`config.mk`:
```
export PLATFORM = sky130hd
export DESIGN_NAME = fir_sample_loader
export DESIGN_NICKNAME = d
export VERILOG_FILES = /design/src/rtl/fir_pkg.sv /design/src/rtl/fir_watchdog.sv /design/src/rtl/fir_sample_loader.sv
export SDC_FILE = /design/constraint.sdc
export NUM_CORES = 1
export LEC_CHECK = 0
export ABC_AREA = 1
export BUFFER_PORTS_ARGS = -buffer_cell sky130_fd_sc_hd__buf_2
export CAP_MARGIN = 20
export CORE_ASPECT_RATIO = 0.6
export CORE_MARGIN = 8
export CORE_UTILIZATION = 40
export CTS_CLUSTER_DIAMETER = 80
export DETAILED_ROUTE_END_ITERATION = 10
export GPL_TIMING_DRIVEN = 1
export PLACE_DENSITY = 0.66
export SLEW_MARGIN = 15
export SYNTH_ARGS = -nofsm -noshare
export SYNTH_HDL_FRONTEND = slang
export SYNTH_HIERARCHICAL = 1
export SYNTH_SLANG_ARGS = --single-unit
export TNS_END_PERCENT = 50
```
`constraint.sdc`:
```
create_clock -name clk -period 1.9 [get_ports clk]
set_clock_uncertainty 0.15 [all_clocks]
set_input_delay 0.19 -clock clk [delete_from_list [all_inputs] [get_ports clk]]
set_output_delay 0.19 -clock clk [all_outputs]
set_load 0.03 [all_outputs]
```
`src/rtl/fir_pkg.sv`:
```
// fir_pkg: shared types and address map for the FIR loader and filter pair
package fir_pkg;
  localparam int DEF_ADDR_W   = 10;
  localparam int DEF_DATA_W   = 8;
  localparam int FIR_IN_BASE  = 0;
  localparam int FIR_OUT_BASE = 512;
  typedef enum logic [2:0] {S_IDLE, S_LOAD, S_FLUSH, S_KICK, S_RUN} state_t;
endpackage

```
`src/rtl/fir_watchdog.sv`:
```
// fir_watchdog: loadable up-counter with clear and enable, flags expiry of a cycle budget
module fir_watchdog #(
  parameter int LIMIT = 65535,
  parameter int W     = $clog2(LIMIT + 1)
) (
  input  logic         clk,
  input  logic         rst,
  input  logic         clr,
  input  logic         load,
  input  logic         en,
  input  logic [W-1:0] load_val,
  output logic         expired
);
  logic [W-1:0] count;
  always_ff @(posedge clk) begin
    if (rst || clr) count <= '0;
    else if (load) count <= load_val;
    else if (en) count <= count + 1'b1;
  end
  // expiry fires in the cycle whose increment would reach LIMIT
  always_comb expired = en && (count >= W'(LIMIT - 1));
endmodule

```
`src/rtl/fir_sample_loader.sv`:
```
// fir_sample_loader: streams samples into the FIR input BRAM region, kicks the filter and waits for done
module fir_sample_loader
  import fir_pkg::*;
#(
  parameter int ADDR_W         = DEF_ADDR_W,
  parameter int DATA_W         = DEF_DATA_W,
  parameter int BASE_ADDR      = FIR_IN_BASE,
  parameter int SAMPLE_COUNT   = 100,
  parameter int TIMEOUT_CYCLES = 65535
) (
  input  logic              clk,
  input  logic              rst,
  input  logic              load_req,
  input  logic [DATA_W-1:0] s_data,
  input  logic              s_valid,
  output logic              s_ready,
  output logic [ADDR_W-1:0] mem_addr,
  output logic [DATA_W-1:0] mem_data,
  output logic              mem_we,
  output logic              fir_start,
  input  logic              fir_done,
  output logic              busy,
  output logic              batch_done,
  output logic              err_timeout,
  output logic [ADDR_W:0]   loaded_count
);
  localparam int WD_W = $clog2(TIMEOUT_CYCLES + 1);
  state_t state, state_nx;
  logic xfer, accept, last, wd_expired;
  logic [ADDR_W:0] cnt_inc;
  always_comb begin
    s_ready   = state == S_LOAD;
    fir_start = state == S_KICK;
    busy      = state != S_IDLE;
    xfer      = s_ready && s_valid;
    accept    = state == S_IDLE && load_req && !batch_done;
    cnt_inc   = loaded_count + 1'b1;
    last      = xfer && cnt_inc == (ADDR_W + 1)'(SAMPLE_COUNT);
    state_nx  = state;
    case (state)
      S_IDLE:  state_nx = accept ? S_LOAD : S_IDLE;
      S_LOAD:  state_nx = last ? S_FLUSH : S_LOAD;
      S_FLUSH: state_nx = S_KICK;
      S_KICK:  state_nx = S_RUN;
      S_RUN:   state_nx = (fir_done || wd_expired) ? S_IDLE : S_RUN;
      default: state_nx = S_IDLE;
    endcase
  end
  always_ff @(posedge clk) begin
    if (rst) begin
      state        <= S_IDLE;
      mem_we       <= 1'b0;
      mem_addr     <= '0;
      mem_data     <= '0;
      batch_done   <= 1'b0;
      err_timeout  <= 1'b0;
      loaded_count <= '0;
    end else begin
      state        <= state_nx;
      mem_we       <= xfer;
      if (xfer) begin
        mem_addr <= ADDR_W'(BASE_ADDR) + loaded_count[ADDR_W-1:0];
        mem_data <= s_data;
      end
      loaded_count <= accept ? '0 : xfer ? cnt_inc : loaded_count;
      batch_done   <= state == S_RUN && fir_done;
      err_timeout  <= accept ? 1'b0 : (state == S_RUN && wd_expired && !fir_done) ? 1'b1 : err_timeout;
    end
  end
  // KICK counts as the first elapsed cycle of the run budget
  fir_watchdog #(.LIMIT(TIMEOUT_CYCLES), .W(WD_W)) u_wd (
    .clk      (clk),
    .rst      (rst),
    .clr      (state == S_IDLE),
    .load     (state == S_KICK),
    .en       (state == S_RUN),
    .load_val (WD_W'(1)),
    .expired  (wd_expired)
  );
endmodule

```
### After elaboration in Yosys (flattened, before gate mapping)

Index checks and enable logic that the tools add are counted.
W data, S select, Z words.

| word-level totals | value |
|---|---|
| flip-flop bits (word level) | 51 |
| logic and storage cells | 40 |
| output and inout bits | 35 |
| input port bits | 13 |

| operators by class | value |
|---|---|
| magnitude comparators | 1 |
| mux-type cells | 6 |
| add/sub/neg operators | 2 |
| reductions and logical operators | 17 |
| eq/ne operators | 5 |

Operators with widths:

| cell | number |
|---|---|
| $add A16 B1 Y16 const B | 1 |
| $ge A16 B16 Y1 const B | 1 |
| $pmux W3 S5 | 1 |
| $add A11 B1 Y11 const B | 1 |
| $eq A11 B7 Y1 const B | 1 |
| $logic_and A1 B1 Y1 | 8 |
| $eq A3 B2 Y1 const B | 2 |
| $reduce_or A2 Y1 | 2 |
| $eq A3 B1 Y1 const B | 1 |
| $eq A3 B3 Y1 const B | 1 |
| $logic_not A3 Y1 | 1 |
| $mux W1 | 3 |
| $mux W3 | 1 |
| $reduce_bool A3 Y1 | 1 |
| $logic_not A1 Y1 | 2 |
| $logic_or A1 B1 Y1 | 2 |
| $mux W2 | 1 |
| $reduce_bool A2 Y1 | 1 |

### Longest topological paths before layout

| depth | value |
|---|---|
| word-level depth | 5 |
| depth in mapped cells | 11 |
| mapped depth without buffers | 11 |

### Hierarchy

The synthesis kept the hierarchy.

By module, submodules not included:

| module | sequential area each (um^2) | cells each | times used | area each (um^2) |
|---|---|---|---|---|
| fir_sample_loader | 700.7 | 207 | 1 | 1544.0 |
| fir_watchdog | 320.3 | 155 | 1 | 1039.7 |

### Worst setup path before layout

No wires, ideal clock.

| timing path | value |
|---|---|
| path type | reg-to-reg |
| start | register loaded_count[0] |
| end | register state[0] |
| data required time | 1.680 ns |
| period minus slack after synthesis | 1.761 ns |
| stages on the path, launching flop included | 12 |
| arrival time | 1.541 ns |
| path buffers | 0 |
| library setup time | 0.070 ns |
| path slack | 0.139 ns |
| cell sequence | dfxtp_1 > ha_1 > nand2_1 > inv_1 > nand3_1 > nand2_1 > nor2_4 > nand3_1 > nor2_1 > nand2_1 > nand2_1 > a21oi_1 |

| between the ends | value |
|---|---|
| cells in the longest elaborated chain, start to end | 5 |

Ends and longest elaborated chain:

| what | RTL line | source |
|---|---|---|
| start: declaration | fir_sample_loader.sv:25 | `output logic [ADDR_W:0] loaded_count` |
| start signal: assignment | fir_sample_loader.sv:65 | `loaded_count <= accept ? '0 : xfer ? cnt_inc : loaded_count;` |
| $add A11 B1 Y11 | fir_sample_loader.sv:37 | `cnt_inc = loaded_count + 1'b1;` |
| $eq A11 B7 Y1 | fir_sample_loader.sv:38 | `last = xfer && cnt_inc == (ADDR_W + 1)'(SAMPLE_COUNT);` |
| $logic_and A1 B1 Y1 | fir_sample_loader.sv:38 |  |
| $mux W2 | fir_sample_loader.sv:42 | `S_LOAD: state_nx = last ? S_FLUSH : S_LOAD;` |
| $pmux W3 S5 | fir_sample_loader.sv:40 | `case (state)` |
| end signal: assignment | fir_sample_loader.sv:59 | `state <= state_nx;` |
| end: declaration | fir_sample_loader.sv:28 | `state_t state, state_nx;` |

Every way passes these cells.
A chain may end at the register's enable or synchronous reset.

### Final worst setup path

Same ends and word-level chain as after synthesis.

==> impl_metrics.env <==
export IMPL_startpoint_type="register"
export IMPL_post_synth_inst_count=362
export IMPL_cts_num_sinks=51
export IMPL_worstHoldPathCells=3
export IMPL_cts_htree_levels=2
export IMPL_detail_routed_via_count_per_cell=4.97
export IMPL_wl_met1_um=3710
export IMPL_floorplan_io_pins=48
export IMPL_via_count_of_the_first_global_routing_pass=2334
export IMPL_period_utilisation_layout=0.891
export IMPL_top_metal_layer_carrying_routed_signals="met4"
export IMPL_wire_per_inst_um=13.3
export IMPL_setup_ws_final_ns=0.207
export IMPL_synthTopCellsByArea="sky130_fd_sc_hd__dfxtp_1 40%, sky130_fd_sc_hd__nand2_1 8.7%, sky130_fd_sc_hd__nor2_1 6.4%"
export IMPL_post_cts_resize_count=0
export IMPL_cts_clk_slew_worst_paths_ns=0.10
export IMPL_maxClockFrequency_mhz=591
export IMPL_cts_setup_buffers=0
export IMPL_placement_rows=22
export IMPL_post_synth_instance_area_um2=2580
export IMPL_timing_final_hold_violations=0
export IMPL_most_common_layout_cells="60 x sky130_fd_sc_hd__nand2_1, 51 x sky130_fd_sc_hd__dfxtp_1, 47 x sky130_fd_sc_hd__buf_2, 44 x sky130_fd_sc_hd__nor2_1, 41 x sky130_fd_sc_hd__inv_1"
export IMPL_effective_utilization_at_floorplan=0.419
export IMPL_flow_area_growth_from_synthesis_pct=22.8
export IMPL_regToRegEndpoint="state[0]"
export IMPL_finish_stage_setup_viols=0
export IMPL_cap_viol_max_count=0
export IMPL_p_per_area_nw_per_um2=667
export IMPL_cts_buffers_inserted=5
export IMPL_hold_buffers=7
export IMPL_post_route_cells_drive_above_1_share=0.210
export IMPL_worst_hold_path_endpoint="mem_data[4]"
export IMPL_stdcell_count=523
export IMPL_postPlaceCellArea_um2=3000
export IMPL_finalCriticalPeriod_ns=1.69
export IMPL_die_boundary_height_um=78.3
export IMPL_postRouteAntennaNets=0
export IMPL_reg2reg_from="loaded_count[0]"
export IMPL_grt_ovfl_total=0
export IMPL_buffer_ports_inserted=47
export IMPL_run_status="finished clean"
export IMPL_critical_path_endpoint_type="register"
export IMPL_critPathRequiredTime_ns=1.99
export IMPL_clk_latency_ns=0.30
export IMPL_cts_buffer_depth=2
export IMPL_leading_cell_type_in_the_layout_fill_and_taps_excluded="sky130_fd_sc_hd__nand2_1"
export IMPL_power_leakage_nw=1.41
export IMPL_reg2reg_setup_slack_ns=0.21
export IMPL_tritoncts_clock_tree="done"
export IMPL_max_vdd_ir_drop_uv=413
export IMPL_reg2regPathDepth=11
export IMPL_die_area_um2=9370
export IMPL_master_cell_of_the_clock_root_buffer="sky130_fd_sc_hd__clkbuf_8"
export IMPL_final_report_max_slew_violation_count=0
export IMPL_per_instance_average_area_after_synthesis_um2=7.14
export IMPL_worstSetupPathType="reg2reg"
export IMPL_pre_cts_slack_ns=0.257
export IMPL_global_route_wire_length_before_repair_um=11600
export IMPL_track_usage=0.150
export IMPL_vias=2597
export IMPL_nets=454
export IMPL_yosys_warnings=6
export IMPL_die_x_um=120
export IMPL_detailedRoute_firstPassIterationCount=5
export IMPL_total_power_mw=2.12
export IMPL_routabilityCongestion=0.900
export IMPL_cell_count_after_placement=508
export IMPL_grt_start_max_net_pins=19
export IMPL_dp_hpwl_um=5270
export IMPL_drc=0
export IMPL_startpoint_of_the_worst_hold_path="s_data[4]"
export IMPL_hold_path_class="in2reg"
export IMPL_ys_types=33
export IMPL_grt_setup_unrepaired="no"
export IMPL_drt_wl_total_um=6960
export IMPL_antenna_cells=0
export IMPL_postSynthRegisterBits=51
export IMPL_finalHoldWorstSlack_ns=0.0153
export IMPL_final_setup_tns_ns=0
export IMPL_crit_path_max_fanout=6
export IMPL_post_route_cell_area_um2=3170
export IMPL_finish_utilization=0.514
export IMPL_synth_yosys_seq_area_share=0.395
export IMPL_drt_iter0_drc=262
export IMPL_worst_ep_arrival_time_ns=1.78
export IMPL_grt_antenna_before_repair=0
export IMPL_yosys_area_top_type_share=0.395
export IMPL_core_area_um2=6170
export IMPL_yosysTopAreaCell="sky130_fd_sc_hd__dfxtp_1"
export IMPL_detailroute_wirelength_met2_um=2550
export IMPL_routed_length_on_met3_um=643
## cell families after synthesis
kind of cell	share of synthesized area
AO/OA/AOI/OAI	0.196
XOR/XNOR	0.0169
adder cells (fa/ha/maj)	0.0145
buffers and inverters	0.0891
flip-flops	0.395
other	0.00291
AND/OR/NAND/NOR	0.285
## worst max-delay path, stage by stage, from the launching register on
cell and delay, ns:
sky130_fd_sc_hd__dfxtp_1 0.41, sky130_fd_sc_hd__ha_1 0.27, sky130_fd_sc_hd__nand2_1 0.07, sky130_fd_sc_hd__inv_1 0.12, sky130_fd_sc_hd__nand3_1 0.08, sky130_fd_sc_hd__nand2_1 0.13
sky130_fd_sc_hd__nor2_4 0.04, sky130_fd_sc_hd__nand3_1 0.06, sky130_fd_sc_hd__nor2_1 0.04, sky130_fd_sc_hd__nand2_1 0.08, sky130_fd_sc_hd__nand2_1 0.06, sky130_fd_sc_hd__a21oi_1 0.11
## registers in the layout (all words and copies together) (netlist names)
register and cells:
batch_done 1, mem_data 8, loaded_count 11, err_timeout 1, mem_we 1, u_wd/count 16, mem_addr 10, state 3
## cell type report
type	count	area, um2
Fill cell	638	2990
Multi-Input combinational cell	270	1390
Sequential cell	51	1020
Timing Repair Buffer	65	388
Inverter	45	169
Tap cell	84	105
Clock buffer	7	96.3
Clock inverter	1	7.51
## power breakdown
group | total (mW) | internal [mW] | leakage [nW] | switching, mW
combinational | 0.290 | 0.0908 | 0.944 | 0.199
sequential | 1.13 | 1.11 | 0.414 | 0.0237
clock | 0.696 | 0.332 | 0.0505 | 0.364
## Yosys cell counts
cell type and n:
sky130_fd_sc_hd__a211oi_1 2, sky130_fd_sc_hd__a21oi_1 31, sky130_fd_sc_hd__a21oi_2 1, sky130_fd_sc_hd__a221oi_2 1, sky130_fd_sc_hd__a22oi_1 10, sky130_fd_sc_hd__a31oi_1 4
sky130_fd_sc_hd__buf_2 4, sky130_fd_sc_hd__buf_4 3, sky130_fd_sc_hd__buf_6 1, sky130_fd_sc_hd__clkbuf_1 2, sky130_fd_sc_hd__conb_1 2, sky130_fd_sc_hd__dfxtp_1 51
sky130_fd_sc_hd__ha_1 3, sky130_fd_sc_hd__inv_1 41, sky130_fd_sc_hd__inv_2 4, sky130_fd_sc_hd__nand2_1 60, sky130_fd_sc_hd__nand2_2 5, sky130_fd_sc_hd__nand2_4 1
sky130_fd_sc_hd__nand3_1 25, sky130_fd_sc_hd__nand4_1 8, sky130_fd_sc_hd__nor2_1 44, sky130_fd_sc_hd__nor2_2 7, sky130_fd_sc_hd__nor2_4 5, sky130_fd_sc_hd__nor3_4 1
sky130_fd_sc_hd__nor4_1 2, sky130_fd_sc_hd__o211ai_1 2, sky130_fd_sc_hd__o21ai_0 32, sky130_fd_sc_hd__o21ai_1 1, sky130_fd_sc_hd__o21bai_1 2, sky130_fd_sc_hd__o21bai_2 1
sky130_fd_sc_hd__o22ai_1 1, sky130_fd_sc_hd__xnor2_1 1, sky130_fd_sc_hd__xor2_1 4
## worst max-delay path by stage
stage               startpoint              to  cells past startpoint
6_report       loaded_count[0]        state[0]                     11
2_1_floorplan  loaded_count[0]        state[0]                     11
5_1_grt               state[1]   u_wd/count[2]                      8
3_5_place_dp   loaded_count[0]        state[0]                     11
3_3_place_gp          state[1]  u_wd/count[14]                      8
4_1_cts        loaded_count[0]        state[0]                     11
## routing by layer
metal | vias to the layer above | global-route usage
li1 | 1340 | -
met1 | 1147 | 0.229
met2 | 104 | 0.198
met3 | 6 | 0.0436
met4 | 0 | 0.0297
met5 | - | 0
No activity file was read; power rests on OpenSTA's default activity.
